File: config.mk
export PLATFORM = sky130hd
export DESIGN_NAME = instruction_fetch_unit
export DESIGN_NICKNAME = d
export VERILOG_FILES = /design/src/rtl/core_pkg.sv /design/src/rtl/instruction_fetch_unit_hold_buffer.sv /design/src/rtl/instruction_fetch_unit.sv
export SDC_FILE = /design/constraint.sdc
export NUM_CORES = 1
export LEC_CHECK = 0
export CAP_MARGIN = 0
export CORE_MARGIN = 2
export CORE_UTILIZATION = 55
export DETAILED_ROUTE_END_ITERATION = 10
export DONT_BUFFER_PORTS = 1
export PLACE_DENSITY = 0.68
export SYNTH_ARGS = -nofsm -noshare
export SYNTH_HDL_FRONTEND = slang
export SYNTH_SLANG_ARGS = --single-unit
File: constraint.sdc
create_clock -name clk -period 11.6 [get_ports clk]
set_clock_uncertainty 0.05 [all_clocks]
set_input_delay 2.9 -clock clk [delete_from_list [all_inputs] [get_ports clk]]
set_output_delay 2.9 -clock clk [all_outputs]
set_load 0.005 [all_outputs]
File: src/rtl/core_pkg.sv
// Core-wide constants and types shared by the pipeline front end.
//   XLEN      : architectural address/data width (alias of DATA_W)
//   RESET_PC  : default first fetch address after reset
//   NOP_INSTR : addi x0,x0,0, presented to ID when no real instruction is there
//   fetch_mode_e : per-cycle operating mode of the fetch unit
package core_pkg;
  localparam int              DATA_W    = 32;
  localparam int              XLEN      = DATA_W;
  localparam logic [XLEN-1:0] RESET_PC  = 32'h0000_0000;
  localparam logic [31:0]     NOP_INSTR = 32'h0000_0013;

  typedef enum logic [1:0] {
    MODE_NORMAL,
    MODE_STALL,
    MODE_REDIRECT
  } fetch_mode_e;
endpackage

File: src/rtl/instruction_fetch_unit_hold_buffer.sv
// fetch_hold_buffer: one-entry buffer that keeps the ID-stage instruction
// stable across a stall, plus the ID instruction mux.
//   clk, rst_n : clock, synchronous active-low reset
//   stall      : IF/ID freeze request
//   flush      : redirect this cycle; overrides stall and empties the buffer
//   valid      : ID holds a real instruction (selects NOP otherwise)
//   rdata      : instruction memory read data
//   instr      : instruction presented to ID
module fetch_hold_buffer
  import core_pkg::*;
(
  input  logic        clk,
  input  logic        rst_n,
  input  logic        stall,
  input  logic        flush,
  input  logic        valid,
  input  logic [31:0] rdata,
  output logic [31:0] instr
);
  logic        hold_vld;
  logic [31:0] hold_instr;

  // First stalled cycle still sees the live read data for the ID
  // instruction; capture it then, because memory is disabled afterwards
  // and its output may change.
  always_ff @(posedge clk) begin
    if (!rst_n) begin
      hold_vld   <= 1'b0;
      hold_instr <= '0;
    end else if (flush || !stall) begin
      hold_vld   <= 1'b0;
    end else if (!hold_vld) begin
      hold_instr <= rdata;
      hold_vld   <= 1'b1;
    end
  end

  assign instr = !valid   ? NOP_INSTR  :
                 hold_vld ? hold_instr : rdata;
endmodule

File: src/rtl/instruction_fetch_unit.sv
// instruction_fetch_unit: owns the PC, drives a 1-cycle-latency instruction
// memory and presents pc/instr/valid to ID.
//   clk, rst_n          : clock, synchronous active-low reset
//   stall_i             : freeze IF and ID
//   redirect_valid_i/pc : taken branch/jump target from EX (bits [1:0] ignored)
//   imem_en_o/addr_o    : memory read request; imem_rdata_i returns next cycle
//   pc_ID_o, pc_plus4_ID_o, instr_ID_o, valid_ID_o : ID-stage outputs
module instruction_fetch_unit #(
  parameter int               XLEN     = core_pkg::XLEN,
  parameter logic [XLEN-1:0]  RESET_PC = core_pkg::RESET_PC
) (
  input  logic            clk,
  input  logic            rst_n,
  input  logic            stall_i,
  input  logic            redirect_valid_i,
  input  logic [XLEN-1:0] redirect_pc_i,
  output logic            imem_en_o,
  output logic [XLEN-1:0] imem_addr_o,
  input  logic [31:0]     imem_rdata_i,
  output logic [XLEN-1:0] pc_ID_o,
  output logic [XLEN-1:0] pc_plus4_ID_o,
  output logic [31:0]     instr_ID_o,
  output logic            valid_ID_o
);
  import core_pkg::*;

  fetch_mode_e     mode;
  logic [XLEN-1:0] pc_f, pc_id, target, fetch_addr;
  logic            valid_id;

  always_comb begin
    mode = MODE_NORMAL;
    if (redirect_valid_i)  mode = MODE_REDIRECT;
    else if (stall_i)      mode = MODE_STALL;
  end

  assign target     = {redirect_pc_i[XLEN-1:2], 2'b00};
  // Redirect target bypasses pc_f so it is fetched in the same cycle.
  assign fetch_addr = (mode == MODE_REDIRECT) ? target : pc_f;

  assign imem_en_o   = rst_n && (mode != MODE_STALL);
  assign imem_addr_o = fetch_addr;

  always_ff @(posedge clk) begin
    if (!rst_n) begin
      pc_f     <= RESET_PC;
      pc_id    <= '0;
      valid_id <= 1'b0;
    end else if (mode != MODE_STALL) begin
      pc_f     <= fetch_addr + XLEN'(4);
      pc_id    <= fetch_addr;
      valid_id <= 1'b1;
    end
  end

  // Outputs are forced to their reset values while rst_n is low, even
  // before the first reset edge has been seen.
  assign valid_ID_o    = rst_n && valid_id;
  assign pc_ID_o       = rst_n ? pc_id : '0;
  assign pc_plus4_ID_o = pc_ID_o + XLEN'(4);

  fetch_hold_buffer u_hold (
    .clk   (clk),
    .rst_n (rst_n),
    .stall (stall_i),
    .flush (redirect_valid_i),
    .valid (valid_ID_o),
    .rdata (imem_rdata_i),
    .instr (instr_ID_o)
  );
endmodule

## Word-level counts from Yosys, hierarchy flattened

Index checks and enable logic that the tools add are counted.

- Reduce and logical (&&, ||, !) cells: 4
- Multiplexer cells: 7
- Add/subtract/negate cells: 2
- Eq/ne operators: 2

Operators by type and width:

| cell | count |
|---|---|
| 32-bit 2-to-1 mux | 4 |
| 32-bit by 3-bit adder with 32-bit output, second input constant | 2 |
| 2-bit == test, second input constant | 1 |
| 1-bit logical AND | 2 |
| 1-bit 2-to-1 mux | 2 |
| 2-bit 2-to-1 mux | 1 |
| 2-bit by 1-bit inequality test with 1-bit output, second input constant | 1 |
| 1-bit zero test | 1 |
| 1-bit logical OR | 1 |

- Output and inout bits: 130
- Register bits after elaboration: 98
- Input port bits: 68

## Depth between registers and ports, before layout

Gate-level depths: netlist of the first run.

- Depth in word-level cells: 5
- Mapped depth: 12

## Hierarchy

From an unflattened synthesis of the first run, not the netlist that was laid out.

- Cell total of the unflattened synthesis: 763
- Area, all modules: 6103.4 µm²

Modules (own cells, without submodules):

| module | cells an instance | area an instance (µm²) | instances | seq. area each (µm²) |
|---|---|---|---|---|
| instruction_fetch_unit | 550 | 4201.5 | 1 | 1261.2 |
| fetch_hold_buffer | 213 | 1901.8 | 1 | 660.6 |

## Least setup slack after synthesis of the first run

OpenSTA, ideal clock, no wires.

- Kind: input to output
- From: in rst_n
- To: out pc_plus4_ID_o[30]
- Data arrival time: 5523 ps
- Stages: 12
- Path slack: 3127 ps
- Cells stage by stage: buf_2 -> clkbuf_1 -> clkbuf_1 -> clkbuf_1 -> nand2_1 -> inv_1 -> ha_1 -> nand4_1 -> nor4_2 -> nand4_1 -> nor4_1 -> xor2_1

- Word-level cells in the longest chain between the ends: 2

RTL lines:

| item | line | text |
|---|---|---|
| from (decl) | instruction_fetch_unit.sv:13 | `input logic rst_n,` |
| 32-bit 2-to-1 mux | instruction_fetch_unit.sv:59 | `assign pc_ID_o = rst_n ? pc_id : '0;` |
| via pc_ID_o[2] | instruction_fetch_unit.sv:20 | `output logic [XLEN-1:0] pc_ID_o,` |
| 32-bit by 3-bit adder with 32-bit output | instruction_fetch_unit.sv:60 | `assign pc_plus4_ID_o = pc_ID_o + XLEN'(4);` |
| to (decl) | instruction_fetch_unit.sv:21 | `output logic [XLEN-1:0] pc_plus4_ID_o,` |

The timed path passes the listed nets, and every way through them passes these cells.

## Worst setup path after layout of the first run

Same ends and word-level chain as after synthesis.

==> impl_metrics.toml, run 1 <==
[outcome]
status = "complete, no violations"

[detailed_routing]
vias = 5003
drt_iter0_drc = 315
drc = 0
dr.pass1.iters = 5
drtAntennaViolNets = 0
wl_per_cell_um = 17.1
wirelength_um = 14300
routed_via_density = 5.97

[die]
start_util_pct = 56.9
dieWidth_um = 107
core_area_um2 = 10300
rows = 37
die_h_um = 107
io_pins = 198
dieArea_um2 = 11500

[sta]
tightest_slew_ns = 1.15
finalCritPeriodShare_pct = 67.5
fin_crit_ns = 7.83
setup_viol = 0
fin_setup_tns_ns = 0
fmax_mhz = 128
final_max_slew_viol_count = 0
slew_headroom_pct = 23.2
final-hold-violation-count = 0
rsz0062_at_grt = "no"

[setup_path]
critical_path_class = "primary input to output port"
path_max_fanout = 127
cp_top_family = "simple AND/OR/NAND/NOR gates"
cp_slowest_cell = "nor4_1"
cpMostUsedCell = "nand4_1"
cp.depth = 9
end_kind = "output port"
reg2reg_depth = 7
critPathArrivalTime_ns = 4.88
crit_buf_inv = 2
critPathMaxStageDelay_ns = 0.36
crit_path_start_kind = "primary input"
cp_data_required_time_ns = 8.65
path_cells = "nand2_1 -> inv_1 -> ha_1 -> nand4_1 -> nor4_2 -> buf_4 -> nand4_1 -> nor4_1 -> xor2_1"

[clocking]
numClockSinks = 96
cts_buffer_depth = 2
cts-buffers-inserted = 9
clkTransAtPathRegs_ns = 0.09
insertion_delay_ns = 0.35
root_buffer = "clkbuf_8"
post-cts-setup-buffers = 0
cts_max_level = 3
ctsResizeCount = 0
cts_tree = "done"
cts_hold_buffers = 0

[layout]
layout-drive-gt1-share_pct = 5.98
final_cell_mix = "nand2_1 (144), dfxtp_1 (95), mux2i_1 (55), nor2_1 (45), a21boi_0 (38)"
regArea_um2 = 1920
num_antenna_cells = 0
synthToLayoutAreaGrowth_pct = 2.92
post-route-util_pct = 58.6
multi_input_area_um2 = 3590
final_common_cell = "nand2_1"
nNetsFinal = 767
fillers = 954
fin_cells = 838

[yosys]
synth.avg_cell_area_um2 = 7.99
synth_edf_count = 0
syn_nets = 805
postSynthCellCount = 735
yosysWarningCount = 0
synth_area_um2 = 5870
synthFlopType = "dfxtp_1"
synth-seq-cells = 96
seq_area_frac_synth_pct = 32.7
synthArstFlopShare_pct = 0
ys_types = 54

[global_routing]
grt_pass1_vias = 4740
antenna_found_initial = 0
grt_pass1_wl_um = 22700
grt_max_degree = 128
overflow = 0
grt.total_usage_pct = 24.3

[place]
dpl.hpwl_um = 10100
io_buffer_count = 0
place.gp.congestion = 0.812
dp.cells = 822

[run]
maxCapViolations = 0

[min_path]
holdPathStages = 2
min_path_type = "flop to flop"

[power]
finalPower_uw = 693
powerDensity_nw_per_um2 = 115
leakage_nw = 2.65
vdd_drop_max_v = 0.0000677
## kinds of logic (layout without fill, tap and decap cells)
logic type | Yosys count | count (layout) | share of synthesized area, %
adders and majority gates | 2 | 2 | 0.426
xor gates and xnor gates | 36 | 36 | 5.37
DFF | 96 | 96 | 32.7
buffers and inverters | 87 | 54 | 6.20
muxes | 61 | 61 | 10.6
and+or+nand+nor | 336 | 336 | 28.6
AOI/OAI and AO/OA | 117 | 117 | 16.1
## cell usage after synthesis, types with 5 or more instances
cell type / n / share of area [%]
nand4b_1: 5 / 0.75
or3_1: 7 / 0.75
nand4_1: 17 / 1.8
or4_1: 6 / 0.77
and3_1: 7 / 0.75
mux2i_1: 55 / 9.4
clkbuf_1: 38 / 2.4
nand2_1: 144 / 9.2
o211a_1: 25 / 4.3
xor2_1: 10 / 1.5
o31ai_1: 6 / 0.77
nand3_1: 35 / 3.0
a32o_1: 9 / 1.5
inv_1: 33 / 2.1
a21oi_1: 5 / 0.43
buf_2: 6 / 0.51
a21boi_0: 38 / 4.9
xnor2_1: 26 / 3.9
dfxtp_1: 96 / 33
nor2_1: 46 / 2.9
and2_1: 37 / 3.9
nand3b_1: 5 / 0.64
o21ai_0: 15 / 1.3
mux2_2: 5 / 0.96
## flip-flops by register name (all words and copies together), names as in the netlist
| name | count |
|---|---|
| pc_f | 32 |
| valid_id | 1 |
| u_hold.hold_vld | 1 |
| pc_id | 30 |
| u_hold.hold_instr | 32 |
## path summary, 6_finish.rpt
| check | startpoint | endpoint | slack [ns] |
|---|---|---|---|
| setup / recovery | rst_n | pc_plus4_ID_o[30] | 3.77 |
| hold reg to reg | u_hold.hold_instr[22] | u_hold.hold_instr[22] | 0.42 |
| setup reg to reg | pc_f[2] | pc_f[22] | 8.90 |
| hold / removal | u_hold.hold_instr[22] | u_hold.hold_instr[22] | 0.42 |
## final cells by class
type / instances / share of cell area (%)
tap: 136 / 2.82
clock inverter: 3 / 0.662
multi-input combinational: 552 / 59.5
inverter: 34 / 2.11
clock buffer: 13 / 2.63
sequential: 96 / 31.8
timing repair buffer: 4 / 0.497
## worst reg2reg max path, cell delays in order, from the launching register on
cell and delay, ns:
dfxtp_1 0.37, mux2_2 0.21, ha_1 0.25, nand4_2 0.20
a221oi_4 0.54, nand4_1 0.31, or3_1 0.43, a32o_1 0.25
## layer usage
layer | wire length [um] | vias to the layer above | track usage (%)
met1 | 5940 | 2378 | 29.0
met2 | 7130 | 156 | 42.5
met5 | 0 | - | 0
li1 | - | 2450 | -
met4 | 220 | 0 | 8.97
met3 | 1040 | 19 | 5.87
## power breakdown
part	switching, mW	internal, mW	total [mW]
sequential	0.0184	0.350	0.369
clock	0.112	0.111	0.224
combinational	0.0588	0.0415	0.100
total	0.190	0.503	0.693
## through the flow
step | hold WS, ns | area (um2) | worst slack (ns)
6_report | 0.418 | 6040 | 3.77
4_1_cts | 0.420 | 6040 | 3.84
2_1_floorplan | 0.374 | 5870 | 3.13
3_5_place_dp | 0.402 | 5850 | 3.86
5_1_grt | 0.434 | 6040 | 3.67
3_3_place_gp | 0.389 | 5850 | 3.88
Power figures use the tool's default switching activity.
==> inputs of run 2 (changes only) <==
Clock period 11.6 ns to 7.95 ns, I/O delays scaled along.
==> impl_metrics.toml, run 2 (same netlist as run 1, synthesis figures left out) <==
[clocking]
root_buffer = "clkbuf_8"
post-cts-setup-buffers = 0
numClockSinks = 96
cts_tree = "done"
cts-buffers-inserted = 9
clkTransAtPathRegs_ns = 0.09
insertion_delay_ns = 0.37
cts_buffer_depth = 2
cts_max_level = 3
ctsResizeCount = 0
cts_hold_buffers = 0

[sta]
setup_viol = 0
fin_hold_ws_ns = 0.415
fmax_mhz = 167
slew_headroom_pct = 15.7
final-hold-violation-count = 0
rsz0062_at_grt = "no"
tightest_slew_ns = 1.26
final_max_slew_viol_count = 0
finalCritPeriodShare_pct = 75.1
fin_crit_ns = 5.97
fin_setup_tns_ns = 0

[detailed_routing]
wl_per_cell_um = 16.9
routed_via_density = 5.97
dr.pass1.iters = 5
drc = 0
drtAntennaViolNets = 0
drt_iter0_drc = 307
vias = 5006
wirelength_um = 14200

[power]
vdd_drop_max_v = 0.0000782
p_int_uw = 686
leakage_nw = 2.62
switching_share_pct = 29.2
p_seq_share_pct = 55.5
power.switching_uw = 283
p_clk_share_pct = 29.4
power_frac_comb_pct = 15.1
powerDensity_nw_per_um2 = 161
finalPower_uw = 968

[place]
placed_cell_area_um2 = 5840
io_buffer_count = 0
dpl.hpwl_um = 9890
place.gp.congestion = 0.806

[setup_path]
cp_data_required_time_ns = 5.91
r2r-end = "pc_f[22]"
worstSetupStartpoint = "rst_n"
reg2reg_depth = 7
path_max_fanout = 127
crit_path_start_kind = "primary input"
critical_path_class = "primary input to output port"
end_kind = "output port"
rrSetupSlack_ns = 5.27
r2r-start = "pc_f[2]"
critPathArrivalTime_ns = 3.93

[layout]
reg.largest.list = "pc_f (32), u_hold.hold_instr (32), pc_id (30)"
num_antenna_cells = 0
final_cell_mix = "nand2_1 (144), dfxtp_1 (95), mux2i_1 (55), nor2_1 (45), a21boi_0 (38)"
nNetsFinal = 767
layout-drive-gt1-share_pct = 5.98
synthToLayoutAreaGrowth_pct = 2.47
final_common_cell = "nand2_1"
fillers = 970
final_area_um2 = 6020

[global_routing]
antenna_found_initial = 0
grt.total_usage_pct = 23.9
grt_pass1_vias = 4793
grt_pass1_wl_um = 22400
grt_max_degree = 128
overflow = 0

[min_path]
holdPathEnd = "pc_f[17]"
hold_path_startpoint = "pc_f[17]"
min_path_type = "flop to flop"
holdPathStages = 2

[die]
dieArea_um2 = 11500
core_area_um2 = 10300
rows = 37
start_util_pct = 56.9
io_pins = 198
dieWidth_um = 107
die_h_um = 107

[run]
maxCapViolations = 0

[outcome]
status = "complete, no violations"
run 2: changes by cell type in the layout (fill, tap and decap cells not counted), sizes merged:
| cell | delta |
|---|---|
| clkinvlp | +2 |
| clkbuf | -2 |
| clkinv | +1 |
| bufinv | -1 |
run 2: layout make-up:
class	instances	area (um2)	area share (%)
Clock buffer	11	131	2.18
Clock inverter	5	33.8	0.561
Inverter	34	128	2.12
Multi-Input combinational cell	552	3590	59.7
Sequential cell	96	1920	32.0
Tap cell	136	170	2.83
Timing Repair Buffer	4	37.5	0.624
run 2: stage by stage:
step           instances  setup WS (ns)  utilization, %
4_1_cts              837           1.99            58.2
2_1_floorplan        735           1.30               -
3_5_place_dp         821           2.02            56.6
3_3_place_gp         821           2.06            56.6
5_1_grt              838           1.79            58.3
6_report             838           1.98            58.3
run 2: layer usage:
| layer | global-route usage (%) | vias to the layer above | wire (um) |
|---|---|---|---|
| met5 | 0 | - | 0 |
| met2 | 41.7 | 169 | 6900 |
| met1 | 28.0 | 2355 | 5930 |
| met4 | 9.25 | 0 | 262 |
| li1 | - | 2461 | - |
| met3 | 6.11 | 21 | 1080 |
run 2: how the worst max path moves through the flow:
| stage | to | slack (ns) | depth (start not counted) |
|---|---|---|---|
| after floorplan | pc_plus4_ID_o[30] | 1.30 | 12 |
| after global placement | pc_plus4_ID_o[30] | 2.06 | 9 |
| after detailed placement | pc_plus4_ID_o[30] | 2.02 | 9 |
| after CTS | pc_plus4_ID_o[30] | 1.99 | 9 |
| after global routing | pc_plus4_ID_o[30] | 1.79 | 9 |
| final | pc_plus4_ID_o[30] | 1.98 | 9 |
run 2: critical path, cell delays in order:
cell     delay [ns]
nand2_1        0.09
inv_1          0.10
ha_1           0.19
nand4_1        0.25
nor4_2         0.27
buf_4          0.21
nand4_1        0.23
nor4_1         0.36
xor2_1         0.22
run 2: power by group through the flow:
stage | clock network [mW] | logic [mW] | registers, mW
global route | 0.312 | 0.166 | 0.542
detailed placement | 0 | 0.147 | 0.549
floorplan | 0 | 0.139 | 0.539
finish | 0.284 | 0.146 | 0.538
global placement | 0 | 0.143 | 0.547
CTS | 0.293 | 0.147 | 0.538
==> inputs of run 3 (changes only) <==
Clock period 7.95 ns to 5.8 ns, I/O delays scaled along.
==> impl_metrics.toml, run 3 (same netlist as run 1, synthesis figures left out) <==
[global_routing]
grt_max_degree = 128
grt_pass1_wl_um = 22200
busiest_layer = "met2"
overflow = 0
grt.met3_usage_pct = 4.90
grt_pass1_vias = 4650
antenna_found_initial = 0
grt.total_usage_pct = 23.9
gr-usage-met1_pct = 29.9
use_met2_pct = 40.1

[layout]
final_cell_mix = "nand2_1 (144), dfxtp_1 (95), mux2i_1 (55), nor2_1 (45), a21boi_0 (38)"
fillers = 917
layout-drive-gt1-share_pct = 5.71
nNetsFinal = 766
num_antenna_cells = 0
fin_cells = 836
final_common_cell = "nand2_1"
final_area_um2 = 6030
reg.largest.list = "pc_f (32), u_hold.hold_instr (32), pc_id (30)"
synthToLayoutAreaGrowth_pct = 2.60

[clocking]
cts_buffer_depth = 2
post-cts-setup-buffers = 0
root_buffer = "clkbuf_8"
cts-buffers-inserted = 9
insertion_delay_ns = 0.35
cts_hold_buffers = 0
cts_max_level = 3
clkTransAtPathRegs_ns = 0.09
ctsResizeCount = 0
cts_tree = "done"
numClockSinks = 96

[place]
dpl.hpwl_um = 9960
place.gp.congestion = 0.802
pre_cts_slack_ns = 0.912
io_buffer_count = 0
placed_cell_area_um2 = 5840
dp.cells = 821

[min_path]
holdPathStages = 2
min_path_type = "flop to flop"

[die]
core_area_um2 = 10300
io_pins = 198
dieArea_um2 = 11500
die_h_um = 107
rows = 37
dieWidth_um = 107
start_util_pct = 56.9

[detailed_routing]
drt_iter0_drc = 392
drtAntennaViolNets = 0
dr.pass1.iters = 5
vias = 5037
wl_per_cell_um = 17.0
routed_via_density = 6.03
wirelength_um = 14200
drc = 0

[setup_path]
critPathMaxStageDelay_ns = 0.40
critPathArrivalTime_ns = 3.41
cpMostUsedCell = "nand4_1"
cp_slowest_cell = "nor4_2"
crit_path_start_kind = "primary input"
critical_path_class = "primary input to output port"
end_kind = "output port"
reg2reg_depth = 7
path_cells = "nand2_1 -> inv_1 -> ha_1 -> nand4_1 -> nor4_2 -> nand4_1 -> nor4_1 -> xor2_1"
cp_data_required_time_ns = 4.30
path_max_fanout = 127

[sta]
fmax_mhz = 203
slew_headroom_pct = 15.2
tightest_slew_ns = 1.27
fin_setup_tns_ns = 0
final-hold-violation-count = 0
setup_viol = 0
rsz0062_at_grt = "no"
setup_ws_ns = 0.885
finalCritPeriodShare_pct = 84.7
final_max_slew_viol_count = 0
fin_crit_ns = 4.91

[power]
powerDensity_nw_per_um2 = 227
leakage_nw = 2.63
vdd_drop_max_v = 0.000110

[outcome]
status = "complete, no violations"

[run]
maxCapViolations = 0
## run 3: changes by cell type in the layout (fill, tap and decap cells not counted)
cell and delta:
buf_8 -1, bufinv_16 +1, clkbuf_8 +1, clkinv_2 -1, clkinv_4 -1, clkinvlp_4 -1
## run 3: path summary, 6_finish.rpt
| kind | end | start | slack (ns) |
|---|---|---|---|
| worst max-delay path | pc_plus4_ID_o[30] | rst_n | 0.89 |
| worst min register to register | pc_f[17] | pc_f[17] | 0.41 |
| worst max register to register | pc_f[22] | pc_f[2] | 3.05 |
| worst min-delay path | pc_f[17] | pc_f[17] | 0.41 |
## run 3: worst max-delay path: cells and delay by family
family / cells / cell delay, ns
XOR/XNOR: 1 / 0.22
adder cells (fa/ha/maj): 1 / 0.19
buffers and inverters: 1 / 0.10
AND/OR/NAND/NOR: 5 / 1.43
## run 3: metal layers
| metal | vias up | routed length (um) |
|---|---|---|
| li1 | 2450 | - |
| met1 | 2397 | 5980 |
| met2 | 170 | 6970 |
| met3 | 20 | 1000 |
| met4 | 0 | 269 |
| met5 | - | 0 |
## run 3: report_power, final
| group | total, mW | internal (mW) | switching [mW] |
|---|---|---|---|
| sequential | 0.737 | 0.701 | 0.0364 |
| clock | 0.431 | 0.209 | 0.222 |
| combinational | 0.200 | 0.0828 | 0.117 |
| total | 1.37 | 0.992 | 0.376 |
## run 3: cell type report
type,instances,area (um2),area share [%]
clock buffer,12,145,2.41
clock inverter,3,42.5,0.706
inverter,34,128,2.12
multi-input combinational,552,3590,59.7
sequential,96,1920,31.9
tap,136,170,2.82
timing repair buffer,3,22.5,0.374
## run 3: per-stage QoR
stage	hold slack [ns]	power, mW	utilization, %
after global routing	0.434	1.44	58.4
after CTS	0.418	1.38	58.4
final	0.415	1.37	58.4
after global placement	0.389	0.946	56.6
after floorplan	0.374	0.928	-
after detailed placement	0.396	0.954	56.6
